`src/rtl/ctrl_decode_pipe.sv`:
```
// Decode-and-carry control pipeline: turns each fetched RV32I instruction into a
// 16-bit control word and carries it with its register specifiers through STAGES registers.
module ctrl_decode_pipe #(
  parameter int STAGES       = 3,
  parameter int FLUSH_STAGES = 2
) (
  input  logic                  clk,
  input  logic                  rst,
  input  logic [31:0]           inst_i,
  input  logic                  inst_valid_i,
  input  logic                  stall_i,
  input  logic                  flush_i,
  output logic [16*STAGES-1:0]  stage_ctrl_o,
  output logic [STAGES-1:0]     stage_valid_o,
  output logic [5*STAGES-1:0]   stage_rd_o,
  output logic                  load_use_o
);

  localparam logic [6:0] OP_R      = 7'b0110011;
  localparam logic [6:0] OP_I      = 7'b0010011;
  localparam logic [6:0] OP_LOAD   = 7'b0000011;
  localparam logic [6:0] OP_STORE  = 7'b0100011;
  localparam logic [6:0] OP_BRANCH = 7'b1100011;
  localparam logic [6:0] OP_LUI    = 7'b0110111;
  localparam logic [6:0] OP_AUIPC  = 7'b0010111;
  localparam logic [6:0] OP_JAL    = 7'b1101111;
  localparam logic [6:0] OP_JALR   = 7'b1100111;

  localparam logic [3:0] ALU_ADD   = 4'd0;
  localparam logic [3:0] ALU_SUB   = 4'd1;
  localparam logic [3:0] ALU_SLL   = 4'd2;
  localparam logic [3:0] ALU_SLT   = 4'd3;
  localparam logic [3:0] ALU_SLTU  = 4'd4;
  localparam logic [3:0] ALU_XOR   = 4'd5;
  localparam logic [3:0] ALU_SRL   = 4'd6;
  localparam logic [3:0] ALU_SRA   = 4'd7;
  localparam logic [3:0] ALU_OR    = 4'd8;
  localparam logic [3:0] ALU_AND   = 4'd9;
  localparam logic [3:0] ALU_PASSB = 4'd10;

  localparam logic [2:0] IMM_I = 3'd0;
  localparam logic [2:0] IMM_S = 3'd1;
  localparam logic [2:0] IMM_B = 3'd2;
  localparam logic [2:0] IMM_U = 3'd3;
  localparam logic [2:0] IMM_J = 3'd4;

  localparam logic [1:0] WB_ALU = 2'b00;
  localparam logic [1:0] WB_MEM = 2'b01;
  localparam logic [1:0] WB_PC4 = 2'b10;

  typedef struct packed {
    logic        valid;
    logic [15:0] ctrl;
    logic [4:0]  rd;
    logic [4:0]  rs1;
    logic [4:0]  rs2;
    logic        uses_rs1;
    logic        uses_rs2;
  } stage_t;

  function automatic logic [3:0] aluFromF3(input logic [2:0] f3, input logic alt);
    logic [3:0] op;
    case (f3)
      3'd0:    op = alt ? ALU_SUB : ALU_ADD;
      3'd1:    op = ALU_SLL;
      3'd2:    op = ALU_SLT;
      3'd3:    op = ALU_SLTU;
      3'd4:    op = ALU_XOR;
      3'd5:    op = alt ? ALU_SRA : ALU_SRL;
      3'd6:    op = ALU_OR;
      default: op = ALU_AND;
    endcase
    return op;
  endfunction

  logic [6:0]  w_opcode;
  logic [2:0]  w_funct3;
  logic [6:0]  w_funct7;
  logic [4:0]  w_rd;
  logic        w_alt;
  logic        w_illegal, w_jump, w_branch, w_mem_wen, w_reg_wen, w_a_pc, w_b_imm;
  logic [1:0]  w_wb;
  logic [2:0]  w_imm;
  logic [3:0]  w_alu;
  logic        w_uses_rs1, w_uses_rs2;
  logic [15:0] w_ctrl;
  stage_t      w_new;
  stage_t      r_stage [STAGES];

  assign w_opcode = inst_i[6:0];
  assign w_funct3 = inst_i[14:12];
  assign w_funct7 = inst_i[31:25];
  assign w_rd     = inst_i[11:7];
  assign w_alt    = inst_i[30];

  always_comb begin
    w_illegal  = 1'b0;
    w_jump     = 1'b0;
    w_branch   = 1'b0;
    w_mem_wen  = 1'b0;
    w_reg_wen  = 1'b0;
    w_a_pc     = 1'b0;
    w_b_imm    = 1'b0;
    w_wb       = WB_ALU;
    w_imm      = IMM_I;
    w_alu      = ALU_ADD;
    w_uses_rs1 = 1'b1;
    w_uses_rs2 = 1'b0;
    case (w_opcode)
      OP_R: begin
        w_reg_wen  = 1'b1;
        w_uses_rs2 = 1'b1;
        w_alu      = aluFromF3(w_funct3, w_alt);
        // Only SUB and SRA may carry the 0x20 func7 variant
        if (!((w_funct7 == 7'h00) ||
              ((w_funct7 == 7'h20) && ((w_funct3 == 3'd0) || (w_funct3 == 3'd5)))))
          w_illegal = 1'b1;
      end
      OP_I: begin
        w_reg_wen = 1'b1;
        w_b_imm   = 1'b1;
        w_alu     = aluFromF3(w_funct3, (w_funct3 == 3'd5) && w_alt);
        if ((w_funct3 == 3'd1) && w_alt) w_illegal = 1'b1;
      end
      OP_LOAD: begin
        w_reg_wen = 1'b1;
        w_b_imm   = 1'b1;
        w_wb      = WB_MEM;
        if ((w_funct3 == 3'd3) || (w_funct3 == 3'd6) || (w_funct3 == 3'd7)) w_illegal = 1'b1;
      end
      OP_STORE: begin
        w_mem_wen  = 1'b1;
        w_b_imm    = 1'b1;
        w_imm      = IMM_S;
        w_uses_rs2 = 1'b1;
        if (w_funct3 > 3'd2) w_illegal = 1'b1;
      end
      OP_BRANCH: begin
        w_branch   = 1'b1;
        w_a_pc     = 1'b1;
        w_b_imm    = 1'b1;
        w_imm      = IMM_B;
        w_uses_rs2 = 1'b1;
        if ((w_funct3 == 3'd2) || (w_funct3 == 3'd3)) w_illegal = 1'b1;
      end
      OP_LUI: begin
        w_reg_wen  = 1'b1;
        w_b_imm    = 1'b1;
        w_imm      = IMM_U;
        w_alu      = ALU_PASSB;
        w_uses_rs1 = 1'b0;
      end
      OP_AUIPC: begin
        w_reg_wen  = 1'b1;
        w_a_pc     = 1'b1;
        w_b_imm    = 1'b1;
        w_imm      = IMM_U;
        w_uses_rs1 = 1'b0;
      end
      OP_JAL: begin
        w_jump     = 1'b1;
        w_reg_wen  = 1'b1;
        w_a_pc     = 1'b1;
        w_b_imm    = 1'b1;
        w_wb       = WB_PC4;
        w_imm      = IMM_J;
        w_uses_rs1 = 1'b0;
      end
      OP_JALR: begin
        w_jump    = 1'b1;
        w_reg_wen = 1'b1;
        w_b_imm   = 1'b1;
        w_wb      = WB_PC4;
        if (w_funct3 != 3'd0) w_illegal = 1'b1;
      end
      default: w_illegal = 1'b1;
    endcase
  end

  // Illegal words collapse to a bare flag so nothing downstream acts on them
  assign w_ctrl = w_illegal ? 16'h8000 :
                  {1'b0, w_jump, w_branch, w_mem_wen, w_reg_wen & (w_rd != 5'd0),
                   w_a_pc, w_b_imm, w_wb, w_imm, w_alu};

  always_comb begin
    w_new = '0;
    if (inst_valid_i) begin
      w_new.valid    = 1'b1;
      w_new.ctrl     = w_ctrl;
      w_new.rd       = w_rd;
      w_new.rs1      = inst_i[19:15];
      w_new.rs2      = inst_i[24:20];
      w_new.uses_rs1 = w_uses_rs1 & ~w_illegal;
      w_new.uses_rs2 = w_uses_rs2 & ~w_illegal;
    end
  end

  // Flush beats stall beats advance; an empty stage is always all-zero
  always_ff @(posedge clk or posedge rst) begin
    if (rst) begin
      for (int k = 0; k < STAGES; k++) r_stage[k] <= '0;
    end else if (flush_i) begin
      r_stage[0] <= '0;
      for (int k = 1; k < STAGES; k++) begin
        if (k <= FLUSH_STAGES) r_stage[k] <= '0;
        else                   r_stage[k] <= r_stage[k-1];
      end
    end else if (stall_i) begin
      r_stage[1] <= '0;
      for (int k = 2; k < STAGES; k++) r_stage[k] <= r_stage[k-1];
    end else begin
      r_stage[0] <= w_new;
      for (int k = 1; k < STAGES; k++) r_stage[k] <= r_stage[k-1];
    end
  end

  for (genvar k = 0; k < STAGES; k++) begin : g_out
    assign stage_ctrl_o[16*k +: 16] = r_stage[k].ctrl;
    assign stage_valid_o[k]         = r_stage[k].valid;
    assign stage_rd_o[5*k +: 5]     = r_stage[k].rd;
  end

  assign load_use_o = r_stage[0].valid & r_stage[1].valid &
                      (r_stage[1].ctrl[8:7] == WB_MEM) & (r_stage[1].rd != 5'd0) &
                      ((r_stage[0].uses_rs1 & (r_stage[0].rs1 == r_stage[1].rd)) |
                       (r_stage[0].uses_rs2 & (r_stage[0].rs2 == r_stage[1].rd)));

endmodule

```
`config.mk`:
```
export PLATFORM = sky130hd
export DESIGN_NAME = ctrl_decode_pipe
export DESIGN_NICKNAME = d
export VERILOG_FILES = /design/src/rtl/ctrl_decode_pipe.sv
export SDC_FILE = /design/constraint.sdc
export NUM_CORES = 1
export LEC_CHECK = 0
export ABC_AREA = 1
export BUFFER_PORTS_ARGS = -buffer_cell sky130_fd_sc_hd__clkbuf_2
export CAP_MARGIN = 20
export CORE_ASPECT_RATIO = 0.9
export CORE_UTILIZATION = 53
export DETAILED_ROUTE_END_ITERATION = 10
export PLACE_DENSITY = 0.92
export SYNTH_ARGS = -nofsm -noshare
export SYNTH_HDL_FRONTEND = slang
export SYNTH_SLANG_ARGS = --single-unit
export TNS_END_PERCENT = 30
```
`constraint.sdc`:
```
create_clock -name clk -period 2.7 [get_ports clk]
set_input_delay 0.135 -clock clk [delete_from_list [all_inputs] [get_ports clk]]
set_output_delay 0.135 -clock clk [all_outputs]
set_load 0.03 [all_outputs]
```
==> summary.md <==
The flow ran to the end, and the final reports show no timing, DRC or antenna violations. Summed over all layers, the global routing overflow is 0. In this run the most used layer during global routing was met2. For the pin with the worst max-slew slack, the measured transition is 0.7188 ns. Counting every net in the synthesized netlist gives 495. Net switching is 23.39% of the power. The start of the worst register-to-register path was stage_rd_o[9].

The worst-case IR drop observed on VDD is 0.0002874 V. The logs give 0 for the final count of hold timing violations and 2 for the number of buffers on the longest clock path. Dividing the detail-routed wire length by the instance count gives 12.70 microns.

The initial utilization of the core area, before any placement, comes to 56.27%. Data on the critical path arrives at its endpoint at 1.71 ns. The design internal power was 1.710 mW; the final worst-path cycle share was 68.36%. The final instance count without filler cells is 597.

The H-tree generated during clock tree synthesis spans 3 levels. The wire-length estimate of the detail-placed layout is 5.569 mm. TritonCTS built the clock tree. By area the synthesized netlist is led by sky130_fd_sc_hd__dfrtp_1, sky130_fd_sc_hd__buf_4, sky130_fd_sc_hd__nand2_1.

For this block, the routed nets add up to 7.582 mm of wire. Pin count of the biggest net entering global routing: 41. The largest area contributor in the synthesized netlist was sky130_fd_sc_hd__dfrtp_1. The per-instance average area after synthesis is 8.308 sq um. The average via count per standard cell works out to 4.911. Combinational cells account for 8.3% of the total power. STA classifies the critical path endpoint as an output pin.

The largest incremental delay on the critical path came out at 0.44 ns. The worst min-delay path startpoint is inst_i[9]. Counting flops and latches in the post-synthesis netlist gives 75. After layout, the minimum clock period comes to 1.846 ns. The startpoint class of the critical path is a flip-flop. Maximum fanout count along the critical path: 5.

Clock-pin slew was measured on the worst setup and hold paths at 0.07 ns. The first global-routing pass estimated 12.62 mm of wire. The slowest stage of the critical path is the sky130_fd_sc_hd__dfrtp_1 cell.

Clock tree synthesis selected as its root buffer the cell sky130_fd_sc_hd__clkbuf_8. The number of remaining DRC errors is 0, and the parity-gate share of the synthesized area counting xor and xnor cells is 0.6906%. The number of antenna violations at the first check in global routing is 0, and the complex-gate fraction of the synthesized area is 5.459%.

The switching power total is 522.1 uW. In this run the core area contains 28 standard-cell rows. For the number of nets still failing antenna checks after routing, the log shows 0. The cell family contributing the most delay on the critical path is flip-flops. Data on the critical path is required at its endpoint by 2.57 ns. The power per unit of standard cell area is 534.8 nW/um^2. The launching element of the worst setup path was stage_rd_o[9]. From synthesis to final layout, the design area changed by 9.668%.

The logs give 2.313 nW for the leakage power total and 6.227% for the routing usage on met3. After synthesis, the netlist uses 26 different library cells. Traced cell by cell, the critical path runs through inv_1, nor2_1, nor4_1, nand2_1, a21oi_1, clkbuf_2. The portion of netlist area occupied by mux cells was 0%; the core footprint was 6761 sq um. The buffers plus inverters on the worst setup path was 2. TritonCTS created 9 clock buffers. The die is 82.38 microns tall.

The via count of the first global-routing pass was 2,670; the iteration-0 DRC count of the detailed router was 290. The run gives 0 ns as the final-layout setup total negative slack. Setup repair after global routing left no endpoint under its margin. Derived from the worst setup path, the maximum achievable clock frequency is 541.8 MHz. In the final layout, the share of cells above drive strength 1 is 29.59%. The tools report the total count of max-transition violations in the final report as 0. The repair_antennas step left the layout with diodes totalling 0.

The portion of total power attributed to the clock network is 40.4%, and the number of port buffers is 103. After Yosys synthesis, and, or, nand and nor cells account for 23.02% of the synthesized area. The mapped netlist covers 3805 sq um. In the global route stage, met2 resource usage came out at 35.38%. The logs give 28.74% for the met1 layer usage reported by global route and 0.8928 for the weighted congestion reported at the end of routability-driven placement. Leaving out fill and tap cells, the most frequent cell in the layout is sky130_fd_sc_hd__clkbuf_2. The number of cells after detailed placement is 574, and the number of setup violations in the final report is 0. The tightest min-delay check is of the in2reg type. Of the total power, registers draw 51.3%. The detailed-router iteration count before antenna repair came out at 5. The die covers 7522 sq um.

The worst setup skew after layout is 0.009530 ns, and the chip width is 91.31 microns. Summing over every cut layer, the via total after detailed routing is 2,932. The run gives 458 as the number of cells produced by synthesis. After synthesis, the largest area contributor takes up 49.33% of total cell area. The clock latency on the worst-skew pair came out at 0.34 ns.

The logs give 49.33% for the post-synthesis sequential area ratio and 21.99% for the global routing usage summed across all routing layers. For this run, the number of Yosys warnings is 0. The synthesized netlist devotes 0% of its cell area to adder and majority cells. In the layout the commonest cells are sky130_fd_sc_hd__clkbuf_2, sky130_fd_sc_hd__nand2_1, sky130_fd_sc_hd__dfrtp_1. By area, the combinational part of the netlist is dominated by simple AND/OR/NAND/NOR gates. The critical path is of the reg2out type. Max-cap violations in this run came to 0. The I/O pin count is 104, and the total clock sinks is 75. The logs give 540 for the number of nets in the layout and 52.01% for the headroom to the max-slew limit.
## worst paths after layout
check | endpoint | slack (ns) | depth (start not counted)
min in group asynchronous | stage_rd_o[11] | 0.44 | 3
max | load_use_o | 0.85 | 6
min | stage_rd_o[2] | 0.01 | 3
max reg2reg | stage_rd_o[14] | 1.93 | 2
min reg2reg | stage_ctrl_o[43] | 0.49 | 2
max in group asynchronous | stage_ctrl_o[1] | 1.61 | 4
## state kept, by name, indices dropped and copies added (netlist names)
register and cells:
r_stage 12, stage_ctrl_o 45, stage_rd_o 15, stage_valid_o 3
## synthesized netlist by cell type (all sizes together)
cell and count:
nand2 94, buf 77, dfrtp 75, nor2 72, inv 63, o21ai 21
nand3 18, nand4 15, o22ai 6, a22o 4, clkbuf 3, nor4 3
a21oi 2, xnor2 2, a211oi 1, o41ai 1, xor2 1
## power groups by stage
stage | Combinational (mW) | Clock (mW) | Sequential, mW
after global placement | 0.168 | 0 | 1.17
after detailed placement | 0.174 | 0 | 1.17
after CTS | 0.183 | 0.915 | 1.15
final | 0.185 | 0.901 | 1.15
after global routing | 0.207 | 0.970 | 1.15
after floorplan | 0.127 | 0 | 1.16
## through the flow
stage               hold WS [ns]  cell area (sq um)  utilization, %  power [mW]  worst slack, ns
finish                   0.01387               4173           61.71       2.232           0.8542
global route            0.008962               4173           61.71       2.323           0.8088
CTS                     0.002259               4165           61.60       2.243           0.2861
detailed placement        0.2734               3889           57.51       1.341           0.4853
global placement          0.2628               3889           57.51       1.334           0.6207
floorplan                 0.2298               3805               -       1.290           0.6550
## worst min-delay path, cell delays in order
cell,delay [ns]
sky130_fd_sc_hd__clkbuf_2,0.08
sky130_fd_sc_hd__nand2_1,0.04
sky130_fd_sc_hd__o21ai_0,0.06
## per-layer routing
layer	part of all wire (%)	vias up
li1	-	1439
met1	45	1351
met2	47	128
met3	6.5	14
met4	1.7	0
met5	0	-
## repair_timing
item                      CTS  global route
hold buffers                7             0
hold endpoints to repair   41             0
buffers inserted            0             0
resized for setup           0             0
## kinds of logic after synthesis
family                 Yosys count
AND/OR/NAND/NOR                202
XOR/XNOR                         3
AO/OA/AOI/OAI                   35
buffers and inverters          143
flip-flops                      75
## area by class of cell
type / count / area, sq um
fill: 553 / 2589
sequential: 75 / 1877
multi-input combinational: 240 / 1112
timing repair buffer: 114 / 628.1
inverter: 63 / 236.5
clock buffer: 10 / 127.6
tap: 90 / 112.6
clock inverter: 5 / 78.83
Power figures use the tool's default switching activity.
